[config.mk]
export PLATFORM = sky130hd
export DESIGN_NAME = operand_pipeline_controller
export DESIGN_NICKNAME = d
export VERILOG_FILES = /design/src/rtl/operand_pipeline_controller_pkg.sv /design/src/rtl/operand_pipeline_controller_hazard_forward_unit.sv /design/src/rtl/operand_pipeline_controller.sv
export SDC_FILE = /design/constraint.sdc
export NUM_CORES = 1
export LEC_CHECK = 0
export CAP_MARGIN = 20
export CORE_ASPECT_RATIO = 1.75
export CORE_MARGIN = 1.5
export CORE_UTILIZATION = 44
export DETAILED_ROUTE_END_ITERATION = 7
export PLACE_DENSITY = 0.85
export SLEW_MARGIN = 20
export SYNTH_ARGS = -nofsm -noshare
export SYNTH_HDL_FRONTEND = slang
export SYNTH_SLANG_ARGS = --single-unit
[constraint.sdc]
create_clock -name clk -period 2.5 [get_ports clk]
set_clock_uncertainty 0.1 [all_clocks]
set_input_delay 0.5 -clock clk [delete_from_list [all_inputs] [get_ports clk]]
set_output_delay 0.5 -clock clk [all_outputs]
set_load 0.02 [all_outputs]
[src/rtl/operand_pipeline_controller_pkg.sv]
// Shared definitions for the operand path: second-operand selects, forwarding
// selects and the decoded control bundle carried from ID to WB.
package operand_pipeline_controller_pkg;

  typedef enum logic [2:0] {
    SI_PB       = 3'b000,
    SI_IMM12_I  = 3'b001,
    SI_IMM12_S  = 3'b010,
    SI_PC       = 3'b011,
    SI_IMM20    = 3'b100
  } si_e;

  localparam logic [1:0] FWD_RF  = 2'b00;
  localparam logic [1:0] FWD_EX  = 2'b01;
  localparam logic [1:0] FWD_MEM = 2'b10;
  localparam logic [1:0] FWD_WB  = 2'b11;

  localparam int unsigned CTRL_REG_ADDR_W = 5;
  localparam int unsigned CTRL_ALU_OP_W   = 4;

  typedef struct packed {
    logic                       valid;
    logic [2:0]                 si;
    logic [CTRL_ALU_OP_W-1:0]   alu_op;
    logic                       rf_le;
    logic                       load;
    logic [CTRL_REG_ADDR_W-1:0] rd;
  } ctrl_t;

endpackage

[src/rtl/operand_pipeline_controller_hazard_forward_unit.sv]
// Combinational load-use detection and PA/PB forwarding selection.
module hazard_forward_unit
  import operand_pipeline_controller_pkg::*;
#(
  parameter int unsigned REG_ADDR_W = 5
) (
  input  logic                  id_valid,
  input  logic                  id_uses_rs1,
  input  logic                  id_uses_rs2,
  input  logic [REG_ADDR_W-1:0] id_rs1,
  input  logic [REG_ADDR_W-1:0] id_rs2,
  input  logic                  flush,
  input  logic                  ex_valid,
  input  logic                  ex_rf_le,
  input  logic                  ex_load,
  input  logic [REG_ADDR_W-1:0] ex_rd,
  input  logic                  mem_valid,
  input  logic                  mem_rf_le,
  input  logic [REG_ADDR_W-1:0] mem_rd,
  input  logic                  wb_valid,
  input  logic                  wb_rf_le,
  input  logic [REG_ADDR_W-1:0] wb_rd,
  output logic                  stall,
  output logic [1:0]            fwd_a,
  output logic [1:0]            fwd_b
);

  logic hz;

  // A load in EX cannot forward yet; its consumer waits a cycle and then picks MEM.
  function automatic logic [1:0] pick(
    input logic                  reads,
    input logic [REG_ADDR_W-1:0] rs,
    input logic                  ex_w,
    input logic [REG_ADDR_W-1:0] exd,
    input logic                  mem_w,
    input logic [REG_ADDR_W-1:0] memd,
    input logic                  wb_w,
    input logic [REG_ADDR_W-1:0] wbd
  );
    logic [1:0] sel;
    sel = FWD_RF;
    if (reads) begin
      if (ex_w && exd != '0 && exd == rs)          sel = FWD_EX;
      else if (mem_w && memd != '0 && memd == rs)  sel = FWD_MEM;
      else if (wb_w && wbd != '0 && wbd == rs)     sel = FWD_WB;
    end
    return sel;
  endfunction

  always_comb begin
    hz = ex_valid && ex_load && (ex_rd != '0) && id_valid &&
         ((id_uses_rs1 && id_rs1 == ex_rd) || (id_uses_rs2 && id_rs2 == ex_rd));
    stall = hz && !flush;
    fwd_a = pick(id_valid && id_uses_rs1, id_rs1,
                 ex_valid && ex_rf_le && !ex_load, ex_rd,
                 mem_valid && mem_rf_le, mem_rd,
                 wb_valid && wb_rf_le, wb_rd);
    fwd_b = pick(id_valid && id_uses_rs2, id_rs2,
                 ex_valid && ex_rf_le && !ex_load, ex_rd,
                 mem_valid && mem_rf_le, mem_rd,
                 wb_valid && wb_rf_le, wb_rd);
  end

endmodule

[src/rtl/operand_pipeline_controller.sv]
// EX/MEM/WB control registers, load-use bubble insertion and stall counter.
module operand_pipeline_controller
  import operand_pipeline_controller_pkg::*;
#(
  parameter int unsigned REG_ADDR_W = 5,
  parameter int unsigned ALU_OP_W   = 4,
  parameter int unsigned CNT_W      = 16
) (
  input  logic                  clk,
  input  logic                  reset,
  input  logic                  id_valid,
  input  logic [2:0]            id_Si,
  input  logic [ALU_OP_W-1:0]   id_alu_op,
  input  logic                  id_rf_le,
  input  logic                  id_load,
  input  logic [REG_ADDR_W-1:0] id_rs1,
  input  logic [REG_ADDR_W-1:0] id_rs2,
  input  logic                  id_uses_rs1,
  input  logic                  id_uses_rs2,
  input  logic [REG_ADDR_W-1:0] id_rd,
  input  logic                  flush,
  output logic                  ex_valid,
  output logic [2:0]            ex_Si,
  output logic [ALU_OP_W-1:0]   ex_alu_op,
  output logic                  ex_rf_le,
  output logic                  ex_load,
  output logic [REG_ADDR_W-1:0] ex_rd,
  output logic                  mem_valid,
  output logic                  mem_rf_le,
  output logic                  mem_load,
  output logic [REG_ADDR_W-1:0] mem_rd,
  output logic                  wb_valid,
  output logic                  wb_rf_le,
  output logic [REG_ADDR_W-1:0] wb_rd,
  output logic                  stall,
  output logic [1:0]            fwd_a,
  output logic [1:0]            fwd_b,
  output logic [CNT_W-1:0]      stall_count
);

  logic ex_take;

  hazard_forward_unit #(.REG_ADDR_W(REG_ADDR_W)) u_hazard_forward_unit (
    .id_valid    (id_valid),
    .id_uses_rs1 (id_uses_rs1),
    .id_uses_rs2 (id_uses_rs2),
    .id_rs1      (id_rs1),
    .id_rs2      (id_rs2),
    .flush       (flush),
    .ex_valid    (ex_valid),
    .ex_rf_le    (ex_rf_le),
    .ex_load     (ex_load),
    .ex_rd       (ex_rd),
    .mem_valid   (mem_valid),
    .mem_rf_le   (mem_rf_le),
    .mem_rd      (mem_rd),
    .wb_valid    (wb_valid),
    .wb_rf_le    (wb_rf_le),
    .wb_rd       (wb_rd),
    .stall       (stall),
    .fwd_a       (fwd_a),
    .fwd_b       (fwd_b)
  );

  assign ex_take = id_valid && !stall && !flush;

  always_ff @(posedge clk or negedge reset) begin
    if (!reset) begin
      ex_valid  <= 1'b0;
      ex_Si     <= SI_PB;
      ex_alu_op <= '0;
      ex_rf_le  <= 1'b0;
      ex_load   <= 1'b0;
      ex_rd     <= '0;
      mem_valid <= 1'b0;
      mem_rf_le <= 1'b0;
      mem_load  <= 1'b0;
      mem_rd    <= '0;
      wb_valid  <= 1'b0;
      wb_rf_le  <= 1'b0;
      wb_rd     <= '0;
      stall_count <= '0;
    end else begin
      wb_valid  <= mem_valid;
      wb_rf_le  <= mem_rf_le;
      wb_rd     <= mem_rd;
      mem_valid <= ex_valid;
      mem_rf_le <= ex_rf_le;
      mem_load  <= ex_load;
      mem_rd    <= ex_rd;
      if (ex_take) begin
        ex_valid  <= 1'b1;
        ex_Si     <= id_Si;
        ex_alu_op <= id_alu_op;
        ex_rf_le  <= id_rf_le;
        ex_load   <= id_load;
        ex_rd     <= id_rd;
      end else begin
        ex_valid  <= 1'b0;
        ex_Si     <= SI_PB;
        ex_alu_op <= '0;
        ex_rf_le  <= 1'b0;
        ex_load   <= 1'b0;
        ex_rd     <= '0;
      end
      if (stall && stall_count != '1)
        stall_count <= stall_count + 1'b1;
    end
  end

endmodule

## After elaboration in Yosys (flattened, before gate mapping)

Index checks and enable logic that the tools add are counted.

- Div/mod/pow operators: 0
- Shifts and indexed selects: 0
- Reduce and logical (&&, ||, !) cells: 32
- Eq/ne operators: 9
- Bitwise gates (word level): 0
- Multiplexer cells: 14
- Order comparisons: 0
- $add $sub $neg: 1
- $mul: 0

Operator list:

| kind | count |
|---|---|
| == test 5 bit | 8 |
| logical AND 1 bit | 25 |
| adder 16 x 1 -> 16 bit (second input constant) | 1 |
| 2-to-1 mux 2 bit | 8 |
| != test 16 bit (second input constant) | 1 |
| nonzero test 5 bit | 3 |
| 2-to-1 mux 5 bit | 1 |
| 2-to-1 mux 4 bit | 1 |
| logical NOT 1 bit | 3 |
| 2-to-1 mux 1 bit | 3 |
| 2-to-1 mux 3 bit | 1 |
| logical OR 1 bit | 1 |

- Memory bits (read-only): 0
- Memory bits (writable): 0
- Input bits: 30
- Bits in latches: 0
- Memories kept: 0
- Bits in registers: 46

## Depth between registers and ports, before layout

Gate-level depths: netlist of run 1.

- Depth after elaboration: 9
- Mapped depth: 7

## Hierarchy

From an unflattened synthesis of run 1, not the netlist that was laid out.

- Cells, all modules: 187
- Area total of the unflattened synthesis: 2,172.1 sq um

By module, submodules not included:

| module | instances | area each (sq um) | cells an instance | seq. area each (sq um) |
|---|---|---|---|---|
| operand_pipeline_controller | 1 | 1,659.1 | 114 | 1,151.1 |
| hazard_forward_unit | 1 | 513.0 | 73 | 0.0 |

## Least setup slack after synthesis of run 1

No wires, ideal clock.

- Kind: register to output
- Start point: reg ex_rd[0]
- End point: out fwd_a[1]
- Buffers on the path: 0
- Stages on the path, launching flop included: 5
- Required time: 1,900 ps
- Data arrival time: 1,866 ps
- Setup slack: 34 ps
- Cells stage by stage: dfrtp_1 > or4_4 > o2111ai_1 > nor3_1 > nor3_1

- Cells in the longest elaborated chain, start to end: 5

RTL lines:

| what | RTL line | RTL |
|---|---|---|
| from (decl) | operand_pipeline_controller.sv:27 | `output logic [REG_ADDR_W-1:0] ex_rd,` |
| from (signal assigned) | operand_pipeline_controller.sv:97 | `ex_rd <= id_rd;` |
| nonzero test 5 bit | operand_pipeline_controller_hazard_forward_unit.sv:44 | `if (ex_w && exd != '0 && exd == rs) sel = FWD_EX;` |
| logical AND 1 bit | operand_pipeline_controller_hazard_forward_unit.sv:44 |  |
| logical AND 1 bit * | operand_pipeline_controller_hazard_forward_unit.sv:44 |  |
| 2-to-1 mux 2 bit * | operand_pipeline_controller_hazard_forward_unit.sv:44 |  |
| 2-to-1 mux 2 bit * | operand_pipeline_controller_hazard_forward_unit.sv:43 | `if (reads) begin` |
| to (decl) | operand_pipeline_controller.sv:36 | `output logic [1:0] fwd_a,` |

Mark *: on every way between the ends. The rest lies on a longest branch, timed or not.

## Final worst setup path of run 1

- Start point: in id_rs2[2]
- End point: out fwd_b[1]

- Cells in the longest elaborated chain, start to end: 6

RTL lines:

| what | RTL line | RTL |
|---|---|---|
| from (decl) | operand_pipeline_controller.sv:17 | `input logic [REG_ADDR_W-1:0] id_rs2,` |
| == test 5 bit | operand_pipeline_controller_hazard_forward_unit.sv:46 | `else if (wb_w && wbd != '0 && wbd == rs) sel = FWD_WB;` |
| logical AND 1 bit | operand_pipeline_controller_hazard_forward_unit.sv:46 |  |
| 2-to-1 mux 2 bit | operand_pipeline_controller_hazard_forward_unit.sv:46 |  |
| 2-to-1 mux 2 bit | operand_pipeline_controller_hazard_forward_unit.sv:45 | `else if (mem_w && memd != '0 && memd == rs) sel = FWD_MEM;` |
| 2-to-1 mux 2 bit * | operand_pipeline_controller_hazard_forward_unit.sv:44 |  |
| 2-to-1 mux 2 bit * | operand_pipeline_controller_hazard_forward_unit.sv:43 |  |
| to (decl) | operand_pipeline_controller.sv:37 | `output logic [1:0] fwd_b,` |

Marked as above.

==> results by group, run 1 <==
Pwr
  • Psw: 370 uW
  • Clock power share: 29.1%
  • Reg power frac: 53.5%
  • Lkg Pwr: 0.00149 uW
  • Logic pwr share: 17.4%
  • Design Power: 1460 uW
  • VDD IR max: 0.462 mV
  • Internal Power: 1090 uW
  • Sw Ratio: 25.4%
  • Pwr per Cell Area: 424 nW/um^2

Clock tree
  • Worst skew pair latency: 0.29 ns
  • CTS tree: built
  • Longest Clk Path Bufs: 2
  • H-tree depth: 2
  • Clk sinks: 46
  • Inserted Clock Buffers: 5
  • Post-CTS Hold Fix Bufs: 0
  • Clk slew on worst S/H paths: 0.08 ns
  • Clock root cell: clkbuf_8

Synth
  • Synthesized instance count: 189
  • Mapped Area: 2140 um^2
  • Synthesized area per cell: 11.3 um^2
  • Synth Warn #: 0
  • Fraction of registers with async set/reset: 100%
  • Ranking of synthesized cells by area: dfrtp_1 54%, xnor2_1 14%, xor2_1 4.5%, and2_1 4.4%, nand3_1 3.7%
  • Syn Nets: 220
  • Synth cell count leaders: 46 x dfrtp_1, 34 x xnor2_1, 16 x nand3_1
  • Yosys reg bits: 46
  • Top-count cell post-synth: dfrtp_1
  • Number of synthesized flops with an enable pin: 0
  • Area share of the largest cell type after synthesis: 53.7%
  • Top_reg_cell synth: dfrtp_1
  • Synth area leader: dfrtp_1
  • Yosys cell types: 31
  • Sequential element share of the synthesized area: 53.7%

Floorplan
  • Placeable core region: 4670 um^2
  • Die H: 95.3 um
  • Initial cell density of the core: 45.9%
  • Rows: 33
  • Die X: 55.8 um
  • # IOs: 81
  • Total die area: 5320 um^2

Outcome
  • Run status: finished, violations left
  • Failing checks: negative setup slack

STA
  • Measured slew at the worst slew-check pin: 0.558 ns
  • Final WS setup: -0.119 ns
  • Hold WS: 0.167 ns
  • Min Tclk post-route: 2.62 ns
  • Final Hold Vio Count: 0
  • Final Max Slew Viols: 0
  • RSZ-0062 raised after global routing: true
  • Fmax: 382 MHz
  • Final Cycle Share: 105%
  • Slew Limit Headroom: 62.8%
  • Final setup viols: 5

Global route
  • Initial antenna violation count: 0
  • Largest net degree at the start of global routing: 47
  • Overflow after GRT: 0
  • First-pass GRT wire length: 9350 um
  • Vias in the first global route: 1949
  • Overall routing resource usage: 23.1%

Detailed routing
  • DR vias: 1951
  • Final wirelength: 5890 um
  • Routed Antenna Nets: 0
  • Vias/cell: 5.35
  • Post-route DRC: 0
  • Routed length per placed instance: 16.1 um
  • Drt pass-1 iters: 4
  • Iteration-0 DRC Markers: 37

Worst setup path
  • Worst Path Required: 1.90 ns
  • Worst reg-to-reg setup slack: 0.13 ns
  • Critical Path Source Type: primary input
  • Capturing point of the worst reg2reg path: stall_count[1]$_DFFE_PN0P_
  • Crit Path Class: primary input to output pin
  • Crit end category: output pin
  • Crit path max fanout: 3
  • CP arrival: 2.02 ns
  • RR Startpoint: ex_rd[4]$_DFF_PN0_
  • R2R cell count: 9

Final layout
  • Post-route cell area: 3440 um^2
  • Filler cells: 342
  • N_diodes: 0
  • Final Core Density: 73.7%
  • Synth-to-Final Area Change: 60.5%
  • Share of post-route cells with drive strength above 1: 22.7%
  • Nets: 344

Placement
  • GPL Wtd Cong: 0.905
  • Placed instance area: 3260 um^2
  • PortBufs: 80
  • Post-DP HPWL: 4400 um
  • Pre-CTS setup slack: -0.714 ns

Min path
  • HP Class: primary input to async pin

Job
  • Max Cap Violations: 0
-- metal layers --
| metal | vias up | share of wire [%] | track usage [%] |
|---|---|---|---|
| li1 | 901 | - | - |
| met1 | 939 | 34 | 22.9 |
| met2 | 87 | 57 | 44.8 |
| met3 | 24 | 5.3 | 3.66 |
| met4 | 0 | 3.9 | 12.8 |
| met5 | - | 0 | 0 |
-- through the flow --
stage          setup TNS (ns)  std cells
2_1_floorplan               0        189
3_3_place_gp            -3.11        356
3_5_place_dp            -3.18        356
4_1_cts                -0.363        363
5_1_grt                -0.744        365
6_report               -0.405        365
-- cell type report --
type                    instances  area [um^2]  area share [%]
flip-flops and latches         46         1150            33.5
repair buffers                120         1080            31.5
multi-input cells             137         1050            30.5
clock buffers                   6         72.6            2.11
well taps                      52         65.1            1.89
inverters                       3         11.3           0.327
clock inverters                 1         7.51           0.218
-- layout by cell type, fill, tap and decap left out, types with 2 or more instances in the layout --
cell type and n:
dlygate4sd2_1 6, nor2b_2 2, and2_1 14, o2111ai_4 2
xnor2_1 34, inv_1 2, nand2_1 10, buf_4 43
nand4_1 9, nor2_1 6, nor4_4 2, clkdlybuf4s50_1 68
clkbuf_8 5, nor3_2 5, buf_6 2, xor2_1 11
nand3_1 16, dfrtp_1 46, and3_1 5, nor3_1 4
-- power groups by stage --
| stage | Clock [uW] | Combinational (uW) | Sequential, uW |
|---|---|---|---|
| after floorplan | 0 | 62.7 | 820 |
| after CTS | 433 | 252 | 779 |
| after global routing | 464 | 271 | 782 |
| after global placement | 0 | 240 | 791 |
| after detailed placement | 0 | 244 | 792 |
| final | 424 | 254 | 780 |
-- worst max-delay path by stage --
stage | slack [ns] | start | to
finish | -0.12 | id_rs2[2] | fwd_b[1]
global placement | -0.73 | id_rs2[4] | fwd_b[1]
global route | -0.18 | wb_rd[2]$_DFF_PN0_ | fwd_a[1]
CTS | -0.09 | ex_rd[4]$_DFF_PN0_ | fwd_b[1]
floorplan | 0.03 | ex_rd[0]$_DFF_PN0_ | fwd_a[1]
detailed placement | -0.71 | id_rs2[4] | fwd_b[1]
-- logic make-up (layout without fill, tap and decap cells) --
group	count (synthesis)	after routing	synth area share, %
compound gates	8	8	3.85
simple gates	82	82	21.1
mux	1	1	0.525
buf+inv	6	130	1.81
fa+ha+maj	1	1	0.584
xor+xnor	45	45	18.4
flops	46	46	53.7
-- worst max-delay path, stage by stage --
cell             delay (ns)
clkdlybuf4s50_1        0.48
buf_4                  0.17
xnor2_1                0.16
nand4_1                0.18
nor2b_2                0.20
nor3_2                 0.16
buf_4                  0.16
-- sequential cells by signal, summed over array words and instances, names as in the netlist, 3 cells and up --
signal / count
ex_Si: 3
stall_count: 16
wb_rd: 5
ex_alu_op: 4
mem_rd: 5
ex_rd: 5
-- timing repair --
item / in CTS / in global routing
cloned: 0 / 0
setup buffers: 1 / 2
endpoints found under the setup margin: 5 / 5
resized for setup: 45 / 6
pin swaps: 11 / 4
(Power assumes the default switching activity.)
==> run 2: changes to the inputs <==
--- a/config.mk
+++ b/config.mk
@@ -10,7 +10,8 @@
 export CORE_MARGIN = 1.5
 export CORE_UTILIZATION = 44
 export DETAILED_ROUTE_END_ITERATION = 7
-export PLACE_DENSITY = 0.85
+export PLACE_DENSITY = 0.91
+export SETUP_SLACK_MARGIN = 0.1
 export SLEW_MARGIN = 20
 export SYNTH_ARGS = -nofsm -noshare
 export SYNTH_HDL_FRONTEND = slang
==> run 2 against run 1 <==
Against the previous run:
- the flow still finishes with violations (negative setup slack)
- via count shrank 3.6%
- largest power group unchanged
- register-to-register slack improved by 0.17 ns
- combinational power about the same
- worst hold slack got worse by 0.042 ns
- sequential share of layout area is essentially flat
- non-clock buffer count fell by 4
- clock power up 29%
- setup slack better by 0.048 ns
- global-route usage up 0.78 points
==> results by group, run 2 (synthesized netlist as in run 1, its figures left out) <==
Outcome
  • Run status: finished, violations left
  • Failing checks: negative setup slack

Clock tree
  • Clock root cell: clkbuf_8
  • Worst skew pair latency: 0.29 ns
  • H-tree depth: 2
  • Clk slew on worst S/H paths: 0.08 ns
  • Inserted Clock Buffers: 5
  • Clk sinks: 46
  • Post-CTS Hold Fix Bufs: 0
  • Longest Clk Path Bufs: 2
  • CTS tree: built

Global route
  • Largest net degree at the start of global routing: 30
  • Overflow after GRT: 0
  • First-pass GRT wire length: 9670 um
  • Vias in the first global route: 1984
  • Overall routing resource usage: 23.9%
  • Initial antenna violation count: 0

STA
  • Final Max Slew Viols: 0
  • Slew Limit Headroom: 57.2%
  • Fmax: 389 MHz
  • Final Cycle Share: 103%
  • Hold WS: 0.125 ns
  • Final Hold Vio Count: 0
  • RSZ-0062 raised after global routing: true
  • Final WS setup: -0.0710 ns
  • Final setup viols: 5
  • Measured slew at the worst slew-check pin: 0.642 ns
  • Min Tclk post-route: 2.57 ns

Detailed routing
  • Vias/cell: 5.21
  • DR vias: 1880
  • Routed length per placed instance: 16.0 um
  • Routed wl met3: 232 um
  • Post-route DRC: 0
  • Wire length on met1: 2090 um
  • Iteration-0 DRC Markers: 44
  • Metal2 WL: 3170 um
  • Max layer used: met4
  • Final wirelength: 5770 um
  • Drt pass-1 iters: 4
  • Routed Antenna Nets: 0

Final layout
  • N_diodes: 0
  • Filler cells: 313
  • Most common cell after layout, fill and taps aside: clkdlybuf4s50_1
  • Largest register FFs: 16
  • Nets: 340
  • Fin cells: 361
  • Reg with most FFs: stall_count
  • Post-route cell area: 3440 um^2
  • Final Core Density: 73.6%
  • Share of post-route cells with drive strength above 1: 22.3%
  • Synth-to-Final Area Change: 60.3%
  • Most frequent cells in the layout: 68 x clkdlybuf4s50_1, 46 x dfrtp_1, 40 x buf_4, 32 x xnor2_1

Pwr
  • Internal Power: 1220 uW
  • Logic pwr share: 15.9%
  • Lkg Pwr: 0.00150 uW
  • Pwr per Cell Area: 459 nW/um^2
  • Clock power share: 34.6%
  • VDD IR max: 0.497 mV
  • Sw Ratio: 22.9%
  • Psw: 360 uW
  • Reg power frac: 49.4%

Placement
  • GPL Wtd Cong: 0.896
  • Placed Instances: 353
  • Pre-CTS setup slack: -0.605 ns
  • PortBufs: 80
  • Post-DP HPWL: 4470 um
  • Placed instance area: 3250 um^2

Floorplan
  • # IOs: 81
  • Die X: 55.8 um
  • Placeable core region: 4670 um^2
  • Rows: 33
  • Total die area: 5320 um^2
  • Die H: 95.3 um
  • Initial cell density of the core: 45.9%

Worst setup path
  • Worst-path cell chain: or4_4 -> o2111ai_4 -> nor3_2 -> buf_4 -> nor3_2 -> buf_4
  • RR Startpoint: ex_rd[4]$_DFF_PN0_
  • R2R cell count: 8
  • Critical Path Source Type: flop
  • Crit end category: output pin
  • Crit path max fanout: 2
  • Worst Path Required: 1.90 ns
  • Worst path slowest cell: or4_4
  • Capturing point of the worst reg2reg path: stall_count[12]$_DFFE_PN0P_
  • Crit Path Class: flop to output pin
  • CP arrival: 1.97 ns
  • Crit-path max cell delay: 0.56 ns
  • Worst reg-to-reg setup slack: 0.30 ns

Min path
  • HP Class: primary input to async pin

Job
  • Max Cap Violations: 0
[run 2: worst max-delay path: cells and delay by family, from the launching register on]
kind	cells	cell delay [ns]
buffers and inverters	2	0.30
AO/OA/AOI/OAI	1	0.26
flip-flops	1	0.38
AND/OR/NAND/NOR	3	0.75
[run 2: how the worst max path moves through the flow]
stage / from / endpoint
global route: wb_rd[3]$_DFF_PN0_ / fwd_a[1]
global placement: id_rs1[4] / fwd_a[1]
detailed placement: id_rs1[4] / fwd_a[0]
finish: ex_rd[4]$_DFF_PN0_ / fwd_a[1]
floorplan: ex_rd[0]$_DFF_PN0_ / fwd_a[1]
CTS: ex_rd[4]$_DFF_PN0_ / fwd_a[1]
[run 2: through the flow]
step / TNS, ns / power, uW
after floorplan: 0 / 883
after global placement: -2.66 / 1030
after detailed placement: -3.11 / 1040
after CTS: -0.334 / 1590
after global routing: -0.842 / 1650
final: -0.246 / 1580
[run 2: repair_timing]
action	CTS	global route
gates resized for setup	43	1
pin swaps	15	3
buffers inserted	2	0
endpoints found under the setup margin	5	5
[run 2: cell type report]
cell class	instances	area [um^2]	share of cell area, %
Clock buffer	6	82.6	2.40
Inverter	3	11.3	0.328
Tap cell	52	65.1	1.89
Sequential cell	46	1150	33.5
Timing Repair Buffer	116	1040	30.4
Clock inverter	1	30.0	0.874
Multi-Input combinational cell	137	1050	30.6
[run 2: power by group through the flow]
stage	clock network, uW	logic [uW]	registers [uW]
after floorplan	0	63.0	820
after global placement	0	237	791
after detailed placement	0	244	792
after CTS	554	252	779
after global routing	597	270	782
final	546	251	779
[run 2: layer usage]
layer | track usage, % | vias to the layer above
met3 | 4.21 | 18
met1 | 25.3 | 912
met2 | 43.8 | 61
li1 | - | 889
met4 | 14.0 | 0
met5 | 0 | -
